`src/rtl/clock_pkg.sv`:
```
// Shared constants for the digital-clock time base, mood and display stages.
//  BCD_W     : width of one BCD digit
//  HOUR_MAX  : last valid hour value, two BCD digits (23)
//  MIN_MAX   : last valid minute value, two BCD digits (59)
//  SEC_MAX   : last valid second value, two BCD digits (59)
//  bcd2_inc  : increment a two-digit BCD value (caller handles the wrap)
package clock_pkg;

    localparam int         BCD_W    = 4;
    localparam logic [7:0] HOUR_MAX = 8'h23;
    localparam logic [7:0] MIN_MAX  = 8'h59;
    localparam logic [7:0] SEC_MAX  = 8'h59;

    // Units roll 9 -> 0 with a carry into the tens digit.
    function automatic logic [7:0] bcd2_inc(input logic [7:0] v);
        logic [7:0] r;
        if (v[3:0] == 4'd9) begin
            r = {v[7:4] + 4'd1, 4'd0};
        end else begin
            r = {v[7:4], v[3:0] + 4'd1};
        end
        return r;
    endfunction

endpackage

```
`src/rtl/bcd_mod_counter.sv`:
```
// Two-digit BCD modulo counter, counting 00..MAX and wrapping to 00.
//  CLK    in  1  clock, rising edge
//  RST    in  1  synchronous active-high reset (value -> 00)
//  CLR    in  1  synchronous clear to 00, takes priority over INC
//  INC    in  1  advance by one on this edge
//  TENS   out 4  registered tens digit
//  UNITS  out 4  registered units digit
//  WRAP   out 1  combinational: INC high while the value equals MAX
module bcd_mod_counter
    import clock_pkg::*;
#(
    parameter logic [7:0] MAX = 8'h59
) (
    input  logic             CLK,
    input  logic             RST,
    input  logic             CLR,
    input  logic             INC,
    output logic [BCD_W-1:0] TENS,
    output logic [BCD_W-1:0] UNITS,
    output logic             WRAP
);

    logic [7:0] val_q;
    logic [7:0] val_d;

    // Next value: clear, wrap at MAX, BCD increment, or hold.
    always_comb begin
        val_d = val_q;
        if (CLR) begin
            val_d = 8'h00;
        end else if (INC) begin
            if (val_q == MAX) begin
                val_d = 8'h00;
            end else begin
                val_d = bcd2_inc(val_q);
            end
        end else begin
            val_d = val_q;
        end
    end

    // Value register with synchronous reset.
    always_ff @(posedge CLK) begin
        if (RST) begin
            val_q <= 8'h00;
        end else begin
            val_q <= val_d;
        end
    end

    assign WRAP  = INC && (val_q == MAX);
    assign TENS  = val_q[7:4];
    assign UNITS = val_q[3:0];

endmodule

```
`src/rtl/bcd_time_counter.sv`:
```
// 24-hour BCD time base: prescales CLK to a 1 Hz tick and counts HH:MM:SS,
// with a set mode in which hour and minute are stepped by single-cycle pulses.
//  CLK       in  1  system clock, rising edge
//  RST       in  1  synchronous active-high reset
//  SET_EN    in  1  1 = set mode (time frozen, seconds held at 00)
//  INC_HOUR  in  1  hour +1 mod 24 in set mode
//  INC_MIN   in  1  minute +1 mod 60 in set mode (no carry into hours)
//  HOUR1/0   out 4  hour digits
//  MIN1/0    out 4  minute digits
//  SEC1/0    out 4  second digits
//  TICK_1HZ  out 1  one-cycle pulse at each prescaler terminal count
//  HOUR_CHG  out 1  one-cycle pulse on the edge the hour digits change
module bcd_time_counter
    import clock_pkg::*;
#(
    parameter int CLK_HZ = 50_000_000
) (
    input  logic             CLK,
    input  logic             RST,
    input  logic             SET_EN,
    input  logic             INC_HOUR,
    input  logic             INC_MIN,
    output logic [BCD_W-1:0] HOUR1,
    output logic [BCD_W-1:0] HOUR0,
    output logic [BCD_W-1:0] MIN1,
    output logic [BCD_W-1:0] MIN0,
    output logic [BCD_W-1:0] SEC1,
    output logic [BCD_W-1:0] SEC0,
    output logic             TICK_1HZ,
    output logic             HOUR_CHG
);

    localparam int               CTR_W  = (CLK_HZ > 1) ? $clog2(CLK_HZ) : 1;
    localparam logic [CTR_W-1:0] CTR_TC = CTR_W'(CLK_HZ - 1);

    logic [CTR_W-1:0] ctr_q, ctr_d;
    logic             tick_q, tick_d;
    logic             hour_chg_q, hour_chg_d;
    logic             sec_inc_s, min_inc_s, hour_inc_s;
    logic             sec_wrap_s, min_wrap_s, hour_wrap_s;

    // Prescaler and set-mode muxing of the counter increments. The tick's
    // digit update happens on the same edge that registers TICK_1HZ, so the
    // increments use the combinational terminal condition, not tick_q.
    always_comb begin
        ctr_d      = ctr_q;
        tick_d     = 1'b0;
        sec_inc_s  = 1'b0;
        min_inc_s  = 1'b0;
        hour_inc_s = 1'b0;
        if (SET_EN) begin
            ctr_d      = '0;
            tick_d     = 1'b0;
            min_inc_s  = INC_MIN;
            hour_inc_s = INC_HOUR;
        end else if (ctr_q == CTR_TC) begin
            ctr_d      = '0;
            tick_d     = 1'b1;
            sec_inc_s  = 1'b1;
            min_inc_s  = sec_wrap_s;
            hour_inc_s = min_wrap_s;
        end else begin
            ctr_d      = ctr_q + {{(CTR_W-1){1'b0}}, 1'b1};
            tick_d     = 1'b0;
        end
        // Every hour increment (including 23 -> 00) yields a new hour value.
        hour_chg_d = hour_inc_s;
    end

    // Prescaler and pulse registers.
    always_ff @(posedge CLK) begin
        if (RST) begin
            ctr_q      <= '0;
            tick_q     <= 1'b0;
            hour_chg_q <= 1'b0;
        end else begin
            ctr_q      <= ctr_d;
            tick_q     <= tick_d;
            hour_chg_q <= hour_chg_d;
        end
    end

    bcd_mod_counter #(.MAX(SEC_MAX)) u_sec (
        .CLK   (CLK),
        .RST   (RST),
        .CLR   (SET_EN),
        .INC   (sec_inc_s),
        .TENS  (SEC1),
        .UNITS (SEC0),
        .WRAP  (sec_wrap_s)
    );

    bcd_mod_counter #(.MAX(MIN_MAX)) u_min (
        .CLK   (CLK),
        .RST   (RST),
        .CLR   (1'b0),
        .INC   (min_inc_s),
        .TENS  (MIN1),
        .UNITS (MIN0),
        .WRAP  (min_wrap_s)
    );

    // Hour wrap has no consumer; 23 -> 00 is handled inside the counter.
    bcd_mod_counter #(.MAX(HOUR_MAX)) u_hour (
        .CLK   (CLK),
        .RST   (RST),
        .CLR   (1'b0),
        .INC   (hour_inc_s),
        .TENS  (HOUR1),
        .UNITS (HOUR0),
        .WRAP  (hour_wrap_s)
    );

    assign TICK_1HZ = tick_q;
    assign HOUR_CHG = hour_chg_q;

endmodule

```
`config.mk`:
```
export PLATFORM = sky130hd
export DESIGN_NAME = bcd_time_counter
export DESIGN_NICKNAME = d
export VERILOG_FILES = /design/src/rtl/clock_pkg.sv /design/src/rtl/bcd_mod_counter.sv /design/src/rtl/bcd_time_counter.sv
export SDC_FILE = /design/constraint.sdc
export NUM_CORES = 1
export LEC_CHECK = 0
export BUFFER_PORTS_ARGS = -buffer_cell sky130_fd_sc_hd__buf_2
export CAP_MARGIN = 10
export CELL_PAD_IN_SITES_DETAIL_PLACEMENT = 2
export CELL_PAD_IN_SITES_GLOBAL_PLACEMENT = 2
export CORE_UTILIZATION = 32
export CTS_CLUSTER_DIAMETER = 100
export DETAILED_ROUTE_END_ITERATION = 6
export GPL_ROUTABILITY_DRIVEN = 1
export GPL_TIMING_DRIVEN = 0
export PLACE_DENSITY_LB_ADDON = 0.1
export SYNTH_ARGS = -nofsm -noshare
export SYNTH_HDL_FRONTEND = slang
export SYNTH_HIERARCHICAL = 1
export SYNTH_SLANG_ARGS = --single-unit
```
`constraint.sdc`:
```
create_clock -name CLK -period 4 [get_ports CLK]
set_input_delay 0.2 -clock CLK [delete_from_list [all_inputs] [get_ports CLK]]
set_output_delay 0.2 -clock CLK [all_outputs]
set_load 0.01 [all_outputs]
```
Word level (Yosys, flattened, before mapping):

Cells that the tools add are included.

* memories: 0
* register bits: 52
* memory bits (writable): 0
* bits of input ports: 5
* output and inout port bits: 26
* latch bits: 0
* ROM bits: 0

* reduce and logical (&&, ||, !) cells: 10
* $add $sub $neg: 7
* shift-type cells: 0
* bitwise logic cells: 0
* $lt $le $gt $ge: 0
* multiplexer cells: 12
* eq/ne operators: 7
* $mul: 0
* div/mod/pow operators: 0

Operators by type and width (count)
* two-way mux 8 bit: 6
* adder 26 x 1 -> 26 bit (second input constant): 1
* == test 26 bit (second input constant): 1
* adder 4 x 1 -> 4 bit (second input constant): 6
* == test 8 x 7 -> 1 bit (second input constant): 2
* == test 4 bit (second input constant): 3
* == test 8 x 6 -> 1 bit (second input constant): 1
* two-way mux 1 bit: 6
* AND reduction 2 bit: 3
* nonzero test 2 bit: 3
* OR reduction 3 bit: 1
* logical AND 1 bit: 2
* OR reduction 2 bit: 1

Logic depth before layout (Yosys ltp):

* depth after elaboration: 10
* depth in mapped cells: 17
* depth with buffers taken out: 15

Cells and area by module:

Netlist, hierarchy kept.

By module, submodules not included
* bcd_time_counter: area an instance 1401.3 µm², instances 1, cells an instance 163
* bcd_mod_counter (u_min ...): area an instance 437.9 µm², instances 2, cells an instance 51
* bcd_mod_counter (u_hour): area an instance 489.2 µm², instances 1, cells an instance 54

Worst setup path before layout:

No wires, ideal clock.

* kind: register to register
* start point: register ctr_q[19]
* end point: register u_hour.val_q[7]
* arrival: 3915 ps
* required time: 3930 ps
* slack: 15 ps
* clock period less this slack: 3985 ps
* buffers on the path: 2
* setup time: 70 ps
* stages on the path, launching flop included: 18
* path through: dfxtp_1 and3_1 clkbuf_1 nand4_1 or3_2 nor2_1 nand4b_1 nor3_1 nand2b_1 o21ai_0 nand4b_1 nor3_1 nor2b_1 a22o_1 buf_4 nand4b_2 or3_1 a21oi_1

* longest elaborated chain between the ends: 10

Ends and longest elaborated chain
* start: declaration: RTL line bcd_time_counter.sv:36 `logic [CTR_W-1:0] ctr_q, ctr_d;`
* start signal: assignment: RTL line bcd_time_counter.sv:77 `ctr_q <= ctr_d;`
* == test 26 bit: RTL line bcd_time_counter.sv:56 `end else if (ctr_q == CTR_TC) begin`
* two-way mux 1 bit: RTL line bcd_time_counter.sv:56
* two-way mux 1 bit: RTL line bcd_time_counter.sv:51 `if (SET_EN) begin`
* named net sec_inc_s: RTL line bcd_time_counter.sv:39 `logic sec_inc_s, min_inc_s, hour_inc_s;`
* logical AND 1 bit: RTL line bcd_mod_counter.sv:51 `assign WRAP = INC && (val_q == MAX);`
* named net sec_wrap_s: RTL line bcd_time_counter.sv:40 `logic sec_wrap_s, min_wrap_s, hour_wrap_s;`
* two-way mux 1 bit: RTL line bcd_time_counter.sv:56
* two-way mux 1 bit: RTL line bcd_time_counter.sv:51
* named net min_inc_s: RTL line bcd_time_counter.sv:39
* logical AND 1 bit: RTL line bcd_mod_counter.sv:51
* named net min_wrap_s: RTL line bcd_time_counter.sv:40
* two-way mux 1 bit: RTL line bcd_time_counter.sv:56
* two-way mux 1 bit: RTL line bcd_time_counter.sv:51
* named net hour_chg_d: RTL line bcd_time_counter.sv:38 `logic hour_chg_q, hour_chg_d;`
* AND reduction 2 bit (no source line)
* end signal: assignment: RTL line bcd_mod_counter.sv:47 `val_q <= val_d;`
* end: declaration: RTL line bcd_mod_counter.sv:23 `logic [7:0] val_q;`

The timed path passes the listed nets, and every way through them passes these cells.
A chain may end at the register's enable or synchronous reset.

Worst setup path in the final report:

* start point: register ctr_q[6]
* end point: register u_hour.val_q[7]

The elaborated chain is that of the path after synthesis.

==> results by group <==
Outcome
  • Status: complete, no violations

Cells and area
  • Final core occ: 0.390
  • Nets@finish: between 300 and 400
  • Antenna Cells: 0
  • Fraction of final layout cells sized beyond drive strength 1: 0.220
  • Area growth from synthesis to final layout: 17.4%
  • Number of cells in the finished layout apart from fillers: around 470

Power and ir drop
  • Design internal power: roughly 0.67 mW
  • Power density normalized to cell area: roughly 270 nW/um2
  • Total power: between 0.8 and 0.9 mW
  • Sequential share of power: 0.591
  • Clock Power Share: 0.372
  • NetSw: 0.211 mW
  • Sw Share: 0.239
  • Combinational fraction of design power: 0.037
  • Leakage power: around 1.1 nW
  • Worst supply voltage drop on vdd: between 0.1 and 0.15 mV

Floorplanning
  • Height of the die: between 90 and 100 um
  • Core Box Area: 8300 um2
  • Effective utilization at floorplan: 0.333
  • Number of primary I/O pins: 31
  • Area of the die: between 9000 and 10000 um2
  • DIE WIDTH: about 95 um
  • Standard-cell rows: 33

Run
  • Maximum Capacitance Violations: 0

Setup path
  • Endpoint class of the critical path: flip-flop
  • Data arrival time at the worst-slack endpoint: a little under 4 ns
  • Critical Path Source Type: flip-flop
  • Critical path's largest stage delay: between 0.4 and 0.5 ns
  • Crit path cell chain: and4_1 -> nand4_1 -> or3_4 -> nor2_4 -> nand4b_1 -> nor3_2 -> nand2b_1 -> o21ai_4 -> nand4b_1 -> nor3_2 -> nor2b_1 -> a22o_1 -> buf_4 -> nand4b_4 -> or3_1 -> a21oi_1
  • Critical path start-end classification: flip-flop to flip-flop
  • Maximum net fanout on the critical path: 10
  • Kind of cell adding the most delay to the critical path: simple AND/OR/NAND/NOR gates
  • Critical path's slowest cell: sky130_fd_sc_hd__dfxtp_1
  • Worst path buffer plus inverter count: 1
  • Req. time, crit path: between 4 and 5 ns

Clock network
  • CTS tree: built
  • H-tree lvl count: 2
  • CTS Buf Count: 5
  • Root buf cell: sky130_fd_sc_hd__clkbuf_8
  • Clock-pin slew on the worst setup and hold paths: roughly 0.1 ns
  • Buffer levels on the longest clock path: 2
  • Number of clock sinks seen by CTS: between 50 and 60
  • Clock insertion delay at the later pin of the skew report: roughly 0.32 ns

Timing
  • Final-report max-slew violation count: 0
  • Worst-margin pin slew: 0.930 ns
  • Number of hold violations in the final report: 0
  • Count of endpoints failing setup in the final report: 0
  • Max Clock Freq: about 270 MHz
  • Relative max-transition margin: 0.375
  • Post-route minimum period: about 3.7 ns
  • Clock Skew: between 0.006 and 0.007 ns
  • Final Cycle Share: 0.928

Placed design
  • RD Place Congestion: 0.745
  • Port bufs: 30
  • Number of instances in the placed design: about 460
  • Dpl hpwl: 5350 um

GRT
  • First-pass GRT wire length: ~13000 um
  • Via count of the first global-routing pass: around 2700
  • Total routing resource utilization after global routing: 0.184
  • Remaining Overflow, GRT: 0
  • Largest net degree at the start of global routing: 16
  • Number of antenna violations at the first check in global routing: 0

Drt
  • Post-Route WL: roughly 7500 um
  • Drt initial violations: 37
  • Post-DR vias/cell: 5.44
  • # DRC: 0
  • Post-detailed-route count of antenna-violating nets: 0
  • First-pass iteration count of the detailed router: 4
  • Wire length per cell: about 16 um
  • Total via count after detailed routing: about 2600

Synthesis
  • Synthesized cell area: between 2000 and 3000 um2
  • YS warnings: 6
  • Synthesized netlist cell count: 318
  • Mean cell area of the mapped netlist: about 8.7 um2

Min path
  • Worst min-delay path category: input pin to flip-flop
flip-flops by register name, indices dropped and copies added, names as in the netlist:
signal        flops
HOUR_CHG          1
u_sec/val_q       8
u_min/val_q       8
u_hour/val_q      8
TICK_1HZ          1
ctr_q            26
power groups by stage:
stage	Combinational (mW)	Sequential, mW	Clock [mW]
2_1_floorplan	0.0175	0.534	0
3_3_place_gp	0.0305	0.534	0
3_5_place_dp	0.0312	0.534	0
4_1_cts	0.0333	0.522	0.352
5_1_grt	0.0374	0.523	0.366
6_report	0.0327	0.522	0.328
layout make-up:
class / count / area, um2
Inverter: 13 / 48.8
Fill cell: 959 / 5060
Buffer: 13 / 70.1
Clock buffer: 7 / 86.3
Tap cell: 105 / 131
Clock inverter: 1 / 7.51
Timing Repair Buffer: 36 / 195
Multi-Input combinational cell: 242 / 1660
Sequential cell: 52 / 1040
final timing paths:
check            from               to  slack, ns  cells after the start
min          INC_HOUR         HOUR_CHG       0.13                      2
max          ctr_q[6]  u_hour/val_q[7]       0.29                     16
max reg2reg  ctr_q[6]  u_hour/val_q[7]       0.29                     16
min reg2reg  ctr_q[0]         ctr_q[0]       0.46                      1
worst reg2reg max path: stages (launching register included):
cell and delay (ns):
sky130_fd_sc_hd__dfxtp_1 0.47, sky130_fd_sc_hd__and4_1 0.24, sky130_fd_sc_hd__nand4_1 0.14, sky130_fd_sc_hd__or3_4 0.44
sky130_fd_sc_hd__nor2_4 0.14, sky130_fd_sc_hd__nand4b_1 0.17, sky130_fd_sc_hd__nor3_2 0.17, sky130_fd_sc_hd__nand2b_1 0.11
sky130_fd_sc_hd__o21ai_4 0.17, sky130_fd_sc_hd__nand4b_1 0.21, sky130_fd_sc_hd__nor3_2 0.25, sky130_fd_sc_hd__nor2b_1 0.16
sky130_fd_sc_hd__a22o_1 0.13, sky130_fd_sc_hd__buf_4 0.17, sky130_fd_sc_hd__nand4b_4 0.15, sky130_fd_sc_hd__or3_1 0.37
sky130_fd_sc_hd__a21oi_1 0.15
cell usage in the layout, fill, tap and decap left out, types with 5 or more instances in the layout:
master                      n
sky130_fd_sc_hd__nor2_1    23
sky130_fd_sc_hd__o21ai_0   15
sky130_fd_sc_hd__clkbuf_8   6
sky130_fd_sc_hd__a21oi_1   23
sky130_fd_sc_hd__xnor2_1    8
sky130_fd_sc_hd__buf_4      7
sky130_fd_sc_hd__buf_2     37
sky130_fd_sc_hd__nand2_1   16
sky130_fd_sc_hd__nor2b_1    6
sky130_fd_sc_hd__nand4b_1   9
sky130_fd_sc_hd__inv_1     13
sky130_fd_sc_hd__or3_1      9
sky130_fd_sc_hd__dfxtp_1   52
sky130_fd_sc_hd__o31ai_1   11
sky130_fd_sc_hd__nand4_1    8
sky130_fd_sc_hd__nand3_1   14
sky130_fd_sc_hd__ha_1       8
sky130_fd_sc_hd__xor2_1     8
sky130_fd_sc_hd__nor3_1     5
sky130_fd_sc_hd__or4_1      7
routing by layer:
layer	routed length, um	track usage	vias up
met5	0	0	-
met4	74	0.0568	0
met3	196	0.0322	5
met2	3560	0.303	28
met1	3700	0.242	1271
li1	-	-	1248
through the flow:
stage | area [um2] | setup TNS, ns | hold slack [ns] | worst slack (ns)
finish | 3240 | 0 | 0.127 | 0.289
global route | 3240 | -0.0287 | 0.128 | -0.0287
CTS | 3200 | 0 | 0.119 | 0.0280
detailed placement | 3050 | -9.40 | 0.439 | -1.31
global placement | 3050 | -8.11 | 0.427 | -1.18
floorplan | 2770 | 0 | 0.277 | 0.0150
what timing repair did:
item                                    in CTS  in global routing
gates resized for setup                      7                  5
hold buffers                                 0                  0
endpoints found under the setup margin      14                  4
buffers inserted                             4                  2
pin swaps                                    4                  1
cloned                                       0                  0
(Power assumes the default switching activity.)
